$ cat src/rtl/aes_round_ctrl.sv
// aes_round_ctrl: iterative AES-128 round engine owning the state register, round counter, AddRoundKey and handshakes
module aes_round_ctrl #(
    parameter int NR     = 10,
    parameter int DP_LAT = 0
) (
    input  logic         clk,
    input  logic         rst_n,
    input  logic         in_valid,
    output logic         in_ready,
    input  logic [127:0] in_data,
    output logic [3:0]   rnd,
    input  logic [127:0] round_key,
    output logic [127:0] dp_state,
    input  logic [127:0] dp_result,
    output logic         mc_bypass,
    output logic         out_valid,
    input  logic         out_ready,
    output logic [127:0] out_data,
    output logic         busy
);
    localparam int CW = DP_LAT > 1 ? $clog2(DP_LAT) : 1;

    typedef enum logic [1:0] {IDLE, ROUND, WAIT, DONE} st_t;

    st_t           st_q, st_d;
    logic [127:0]  state_q, state_d;
    logic [3:0]    rnd_q, rnd_d;
    logic [CW-1:0] cnt_q, cnt_d;
    logic          last, load;

    assign last = rnd_q == 4'(NR);
    assign load = (st_q == ROUND && DP_LAT == 0) || (st_q == WAIT && cnt_q == '0);

    always_ff @(posedge clk or negedge rst_n) begin
        if (!rst_n) begin
            st_q    <= IDLE;
            state_q <= '0;
            rnd_q   <= '0;
            cnt_q   <= '0;
        end else begin
            st_q    <= st_d;
            state_q <= state_d;
            rnd_q   <= rnd_d;
            cnt_q   <= cnt_d;
        end
    end

    always_comb begin
        st_d    = st_q;
        state_d = state_q;
        rnd_d   = rnd_q;
        cnt_d   = cnt_q;
        case (st_q)
            IDLE: if (in_valid) begin
                state_d = in_data ^ round_key;
                rnd_d   = 4'd1;
                st_d    = ROUND;
            end
            ROUND: if (DP_LAT != 0) begin
                cnt_d = CW'(DP_LAT - 1);
                st_d  = WAIT;
            end
            WAIT: cnt_d = cnt_q - 1'b1;
            DONE: if (out_ready) begin
                rnd_d = '0;
                st_d  = IDLE;
            end
            default: st_d = IDLE;
        endcase
        // the round result lands once the datapath latency has elapsed
        if (load) begin
            state_d = dp_result ^ round_key;
            rnd_d   = last ? rnd_q : rnd_q + 4'd1;
            st_d    = last ? DONE : ROUND;
        end
    end

    assign in_ready  = rst_n && st_q == IDLE;
    assign busy      = st_q != IDLE;
    assign mc_bypass = (st_q == ROUND || st_q == WAIT) && last;
    assign out_valid = st_q == DONE;
    assign rnd       = rnd_q;
    assign dp_state  = state_q;
    assign out_data  = state_q;

endmodule
$ cat config.mk
export PLATFORM = sky130hd
export DESIGN_NAME = aes_round_ctrl
export DESIGN_NICKNAME = d
export VERILOG_FILES = /design/src/rtl/aes_round_ctrl.sv
export SDC_FILE = /design/constraint.sdc
export NUM_CORES = 1
export LEC_CHECK = 0
export ABC_AREA = 1
export CAP_MARGIN = 20
export CORE_AREA = 2 2 251 253
export CTS_BUF_LIST = sky130_fd_sc_hd__clkbuf_4 sky130_fd_sc_hd__clkbuf_8
export DETAILED_ROUTE_END_ITERATION = 8
export DIE_AREA = 0 0 253 255
export PLACE_DENSITY = 0.41
export SLEW_MARGIN = 10
export SYNTH_ARGS = -nofsm -noshare
export SYNTH_HDL_FRONTEND = slang
export SYNTH_SLANG_ARGS = --single-unit
$ cat constraint.sdc
create_clock -name clk -period 4.1 [get_ports clk]
set_input_delay 1.23 -clock clk [delete_from_list [all_inputs] [get_ports clk]]
set_output_delay 1.23 -clock clk [all_outputs]
set_load 0.02 [all_outputs]
==> results of run 1 <==
## path summary, 6_finish.rpt
| check | start | to | slack, ns | cells after the start |
|---|---|---|---|---|
| setup / recovery | st_q[0] | mc_bypass | 0.65 | 4 |
| max in group asynchronous | rst_n | dp_state[18] | 2.57 | 2 |
| hold reg to reg | cnt_q | cnt_q | 0.49 | 1 |
| hold / removal | cnt_q | cnt_q | 0.49 | 1 |
| min in group asynchronous | rst_n | dp_state[94] | 0.81 | 2 |
| setup reg to reg | st_q[0] | dp_state[100] | 1.36 | 9 |
## cells by family after synthesis
family | synth area share [%]
xor gates and xnor gates | 0.149
and+or+nand+nor | 44.8
buffers and inverters | 25.4
DFF | 28.7
AOI/OAI and AO/OA | 0.170
adders and majority gates | 0.744
## metal layers
| metal | vias up | routed length [um] | part of all wire [%] | global-route usage (%) |
|---|---|---|---|---|
| li1 | 6866 | - | - | - |
| met1 | 6387 | 22100 | 39 | 19.0 |
| met2 | 390 | 29100 | 52 | 30.1 |
| met3 | 53 | 3670 | 6.6 | 4.94 |
| met4 | 16 | 910 | 1.6 | 5.60 |
| met5 | - | 102 | 0.18 | 0 |
## worst max-delay path, cell delays in order (launching register included)
cell             delay [ns]
dfrtp_1                0.41
inv_1                  0.10
ha_1                   0.27
nor3b_1                0.22
clkdlybuf4s50_1        0.68
## through the flow
stage	instances	util, %	instance area [um^2]	total power, mW	hold WS (ns)
floorplan	1970	-	11800	8.74	0.459
global placement	3189	28.9	18000	12.3	0.473
detailed placement	3189	28.9	18000	12.4	0.474
CTS	3218	29.6	18400	13.8	0.491
global route	3222	29.6	18400	14.6	0.507
finish	3229	29.6	18400	13.5	0.488
## flip-flops by register name (all words and copies together) (netlist names)
name      cells
cnt_q         1
st_q          2
dp_state    128
rnd           4
## where the power goes
group	internal (mW)	leakage [nW]	switching [mW]
Sequential	2.06	1.58	0.817
Combinational	3.89	7.55	5.42
Clock	0.644	0.203	0.638
Total	6.59	9.33	6.87
## area by class of cell
class / instances / area (um^2)
Fill cell: 6739 / 43700
Timing Repair Buffer: 660 / 6670
Multi-Input combinational cell: 1199 / 5430
Sequential cell: 135 / 3380
Inverter: 396 / 1500
Tap cell: 799 / 1000
Clock buffer: 21 / 283
Clock inverter: 8 / 124
Antenna cell: 11 / 27.5
## layout by cell type (no fill, tap or decap), types with 3 or more instances in the layout
cell,instances
nor2_1,5
buf_12,7
nand3_1,645
diode_2,11
bufinv_16,3
inv_1,392
clkdlybuf4s50_1,650
ha_1,7
clkbuf_8,20
dfrtp_1,135
o21ai_0,4
nand2_1,531
==> qor.csv, run 1 <==
metric,value,unit
H-Tree Depth,4,
final hold vios,0,
first drt pass iteration count,5,
post-synth top area cell,dfrtp_1,
maximum clock insertion buffer count,2,
post-synth net total,2365,
unrepaired setup endpoints after global routing,false,
pre-CTS setup slack,0.808,ns
"Worst Path Class, Setup",flip-flop to output pin,
"Primary FF master, synth",dfrtp_1,
worst path required time,2.87,ns
outcome,finished clean,
"Arr. time, crit path",2.22,ns
Routability Congestion,0.812,
critical-path maximum fanout,4,
MaxCap Viol Count,0,
power per cell area,731,nW/um^2
DRT iter0 DRCs,730,
GRT Total Usage,16.8,%
number of vias per cell,4.25,
Slew headroom,27.1,%
Startpoint Class,flip-flop,
wire per inst,17.3,um
Final #Nets,2804,
clk sinks,135,
io pins,652,
Mean Syn Cell Area,5.97,um^2
"Min Clock Period, post-route",3.45,ns
sequential cell area fraction in the yosys report,28.7,%
Die Area,64500,um^2
period utilization,84.2,%
"FFs w/ async S/R, synth",100,%
Starting Density,18.9,%
via count,13712,
Clock transition at path regs,0.08,ns
Worst Skew,0.0160,ns
Max Slew Vio Count,0,
top cell type's share of synthesized area,28.7,%
final worst slack,0.648,ns
core area,62200,um^2
Achievable Freq,290,MHz
final WL,55.9,mm
CP Capture Type,output pin,
first-pass GRT wire length,81.0,mm
Leak Pwr,9.33,nW
final setup TNS,0,ns
Area Growth Syn to Fin,56.5,%
pin count of the biggest net entering global routing,199,
Yosys reg bits,135,
clock latency on the worst-skew pair,0.54,ns
Ys Warns,0,
DRC viols,0,
vias in the first global route,12971,
most frequent cell after synthesis,nand3_1,
post-detail-place hpwl,40.2,mm
Gate Count Post-Synth,1970,
share of layout cells above drive strength 1,1.94,%
final setup fails,0,
Port Buffers,651,
antenna-violating nets left,0,
"top cells by count, synth","nand3_1, nand2_1, inv_1, dfrtp_1, buf_4",
die width,253,um
standard-cell rows,92,
gr ovfl total,0,
worst vdd ir,0.552,mV
Post-CTS Setup Inserts,0,
Die Span Y,255,um
Worst Tran Pin Value,1.09,ns
antenna violations before repair,14,
Worst Hold Class,flip-flop to flip-flop,
"Distinct cells, synth",18,
top post-synthesis cells by area,"dfrtp_1, nand3_1, nand2_1",
Synth Cell Area,11800,um^2
CTS root buffer,clkbuf_8,
total CTS buffers,17,
Post-synth EDFFs,0,
hold_buf cts,0,
CTS tree,built,
Post-CTS Resized,0,
(Power assumes the default switching activity.)
==> inputs of run 2 (changes only) <==
--- a/config.mk
+++ b/config.mk
@@ -7,11 +7,11 @@
 export LEC_CHECK = 0
 export ABC_AREA = 1
 export CAP_MARGIN = 20
-export CORE_AREA = 2 2 251 253
+export CORE_AREA = 2 2 250 252
 export CTS_BUF_LIST = sky130_fd_sc_hd__clkbuf_4 sky130_fd_sc_hd__clkbuf_8
 export DETAILED_ROUTE_END_ITERATION = 8
-export DIE_AREA = 0 0 253 255
-export PLACE_DENSITY = 0.41
+export DIE_AREA = 0 0 252 254
+export PLACE_DENSITY = 0.43
 export SLEW_MARGIN = 10
 export SYNTH_ARGS = -nofsm -noshare
 export SYNTH_HDL_FRONTEND = slang
==> constraint.sdc (replaced) <==
create_clock -name clk -period 2.9 [get_ports clk]
set_input_delay 0.87 -clock clk [delete_from_list [all_inputs] [get_ports clk]]
set_output_delay 0.87 -clock clk [all_outputs]
set_load 0.02 [all_outputs]
==> qor.csv, run 2 (synthesized netlist as in run 1, its figures left out) <==
metric,value,unit,change
outcome,finished clean,,
CTS tree,built,,
final setup TNS,0,ns,unchanged
vias in the first global route,13122,,+1.2%
cell depth of the worst flop-to-flop path,8,,-1
Final Non-Filler Cells,3221,,-0.25%
total CTS buffers,17,,unchanged
CTS root buffer,clkbuf_8,,
CP peak stage delay,0.66,ns,-0.02 ns
worst path required time,2.03,ns,-0.84 ns
placed cell count,3185,,-0.13%
"Arr. time, crit path",1.85,ns,-0.37 ns
max reg flops,128,,unchanged
slack of the worst reg-to-reg path,0.65,ns,-0.71 ns
CP Capture Type,output pin,,
clk sinks,135,,unchanged
final instance area,18500,um^2,+0.33%
Port Buffers,651,,unchanged
final WL,55.4,mm,-0.93%
Die Area,64000,um^2,-0.79%
hold_buf cts,0,,unchanged
H-Tree Depth,4,,unchanged
core area,61300,um^2,-1.5%
post-detail-place hpwl,40.8,mm,+1.6%
Clock transition at path regs,0.09,ns,about the same
first-pass GRT wire length,80.8,mm,-0.31%
Worst Skew,0.0148,ns,-0.00118 ns
Startpoint Class,flip-flop,,
Area Growth Syn to Fin,57.0,%,
Max Slew Vio Count,0,,unchanged
Starting Density,19.2,%,+0.28 points
Fill cells,6673,,-0.98%
Post-CTS Setup Inserts,0,,unchanged
via count,13843,,+0.96%
hold_ws,0.0938,ns,-0.394 ns
first drt pass iteration count,5,,unchanged
antenna violations before repair,9,,-5
final hold vios,0,,unchanged
DRT iter0 DRCs,794,,+8.8%
"Min Clock Period, post-route",2.72,ns,
"Worst Path Class, Setup",flip-flop to output pin,,
clock latency on the worst-skew pair,0.54,ns,about the same
standard-cell rows,91,,-1.1%
"commonest non-fill, non-tap cells in the layout","clkdlybuf4s50_1, nand3_1, nand2_1, inv_1, dfrtp_1",,
critical-path maximum fanout,4,,unchanged
Worst Tran Pin Value,0.879,ns,-0.214 ns
Final #Nets,2809,,+0.18%
share of layout cells above drive strength 1,2.31,%,+0.36 points
number of vias per cell,4.30,,+1.2%
period utilization,93.8,%,
die width,252,um,-0.40%
power per cell area,1040,nW/um^2,+42%
multi-input logic area,5430,um^2,unchanged
GRT Total Usage,16.7,%,-0.063 points
Routability Congestion,0.827,,+1.9%
io pins,652,,unchanged
"Cell Area, Placed",18100,um^2,+0.42%
Die Span Y,254,um,-0.39%
pin count of the biggest net entering global routing,149,,-25%
unrepaired setup endpoints after global routing,false,,
FF/Latch Area,3380,um^2,unchanged
reg2reg start,st_q[1],,
worst vdd ir,0.683,mV,+24%
Leak Pwr,9.39,nW,+0.57%
Worst Hold Class,input port to async pin,,
MaxCap Viol Count,0,,unchanged
"most common cell after layout, fill and taps aside",clkdlybuf4s50_1,,
CP max-delay cell,clkdlybuf4s50_1,,
Slew headroom,41.4,%,+14 points
wire per inst,17.2,um,-0.68%
Achievable Freq,368,MHz,
r2r endpoint,dp_state[36],,
maximum clock insertion buffer count,2,,unchanged
"Cell Chain, Critical Path",ha_1 -> clkdlybuf4s50_1,,
gr ovfl total,0,,unchanged
final setup fails,0,,unchanged
antenna-violating nets left,0,,unchanged
DRC viols,0,,unchanged
## run 2: cell count changes in the layout (fill, tap and decap cells not counted), sizes merged
cell           delta
clkinv            +1
clkbuf            +2
diode             -7
clkdlybuf4s50     -3
buf               +5
clkinvlp          +1
inv               +1
dlygate4sd2       +2
bufinv            -1
## run 2: final cells by class
type | count | share of cell area [%]
clock buffer | 22 | 1.61
sequential | 135 | 18.3
tap | 790 | 5.35
multi-input combinational | 1199 | 29.4
timing repair buffer | 665 | 36.6
inverter | 396 | 8.10
antenna | 4 | 0.0542
clock inverter | 10 | 0.643
## run 2: timing repair
item                       CTS  global route
cloned                       0             0
gates resized for setup      3             3
setup endpoints to repair    3             1
## run 2: worst max-delay path by stage
stage / endpoint / startpoint
detailed placement: in_ready / rst_n
global placement: in_ready / rst_n
CTS: mc_bypass / st_q[0]
finish: out_valid / st_q[0]
floorplan: mc_bypass / rnd[0]
global route: out_valid / st_q[0]
## run 2: through the flow
stage | utilization, % | setup slack, ns | power, mW
final | 30.2 | 0.180 | 19.2
after global routing | 30.1 | 0.0524 | 20.7
after CTS | 30.1 | 0.00771 | 19.6
after detailed placement | 29.5 | 0.308 | 17.6
after global placement | 29.5 | 0.293 | 17.5
after floorplan | - | 0.735 | 12.4
## run 2: worst max-delay path: cells and delay by family (launching register included)
kind | cells | cell delay, ns
fa+ha+maj | 1 | 0.23
buf+inv | 1 | 0.66
flops | 1 | 0.42
## run 2: metal layers
| metal | wire length, um | GRT usage [%] | part of all wire [%] | vias up |
|---|---|---|---|---|
| li1 | - | - | - | 6858 |
| met1 | 22000 | 18.8 | 40 | 6499 |
| met2 | 28600 | 30.3 | 52 | 427 |
| met3 | 3960 | 5.52 | 7.2 | 47 |
| met4 | 725 | 4.01 | 1.3 | 12 |
| met5 | 78 | 0 | 0.14 | - |
## run 2: report_power, final
group	internal, mW	switching, mW
clock	0.866	0.933
combinational	5.60	7.68
sequential	2.91	1.19
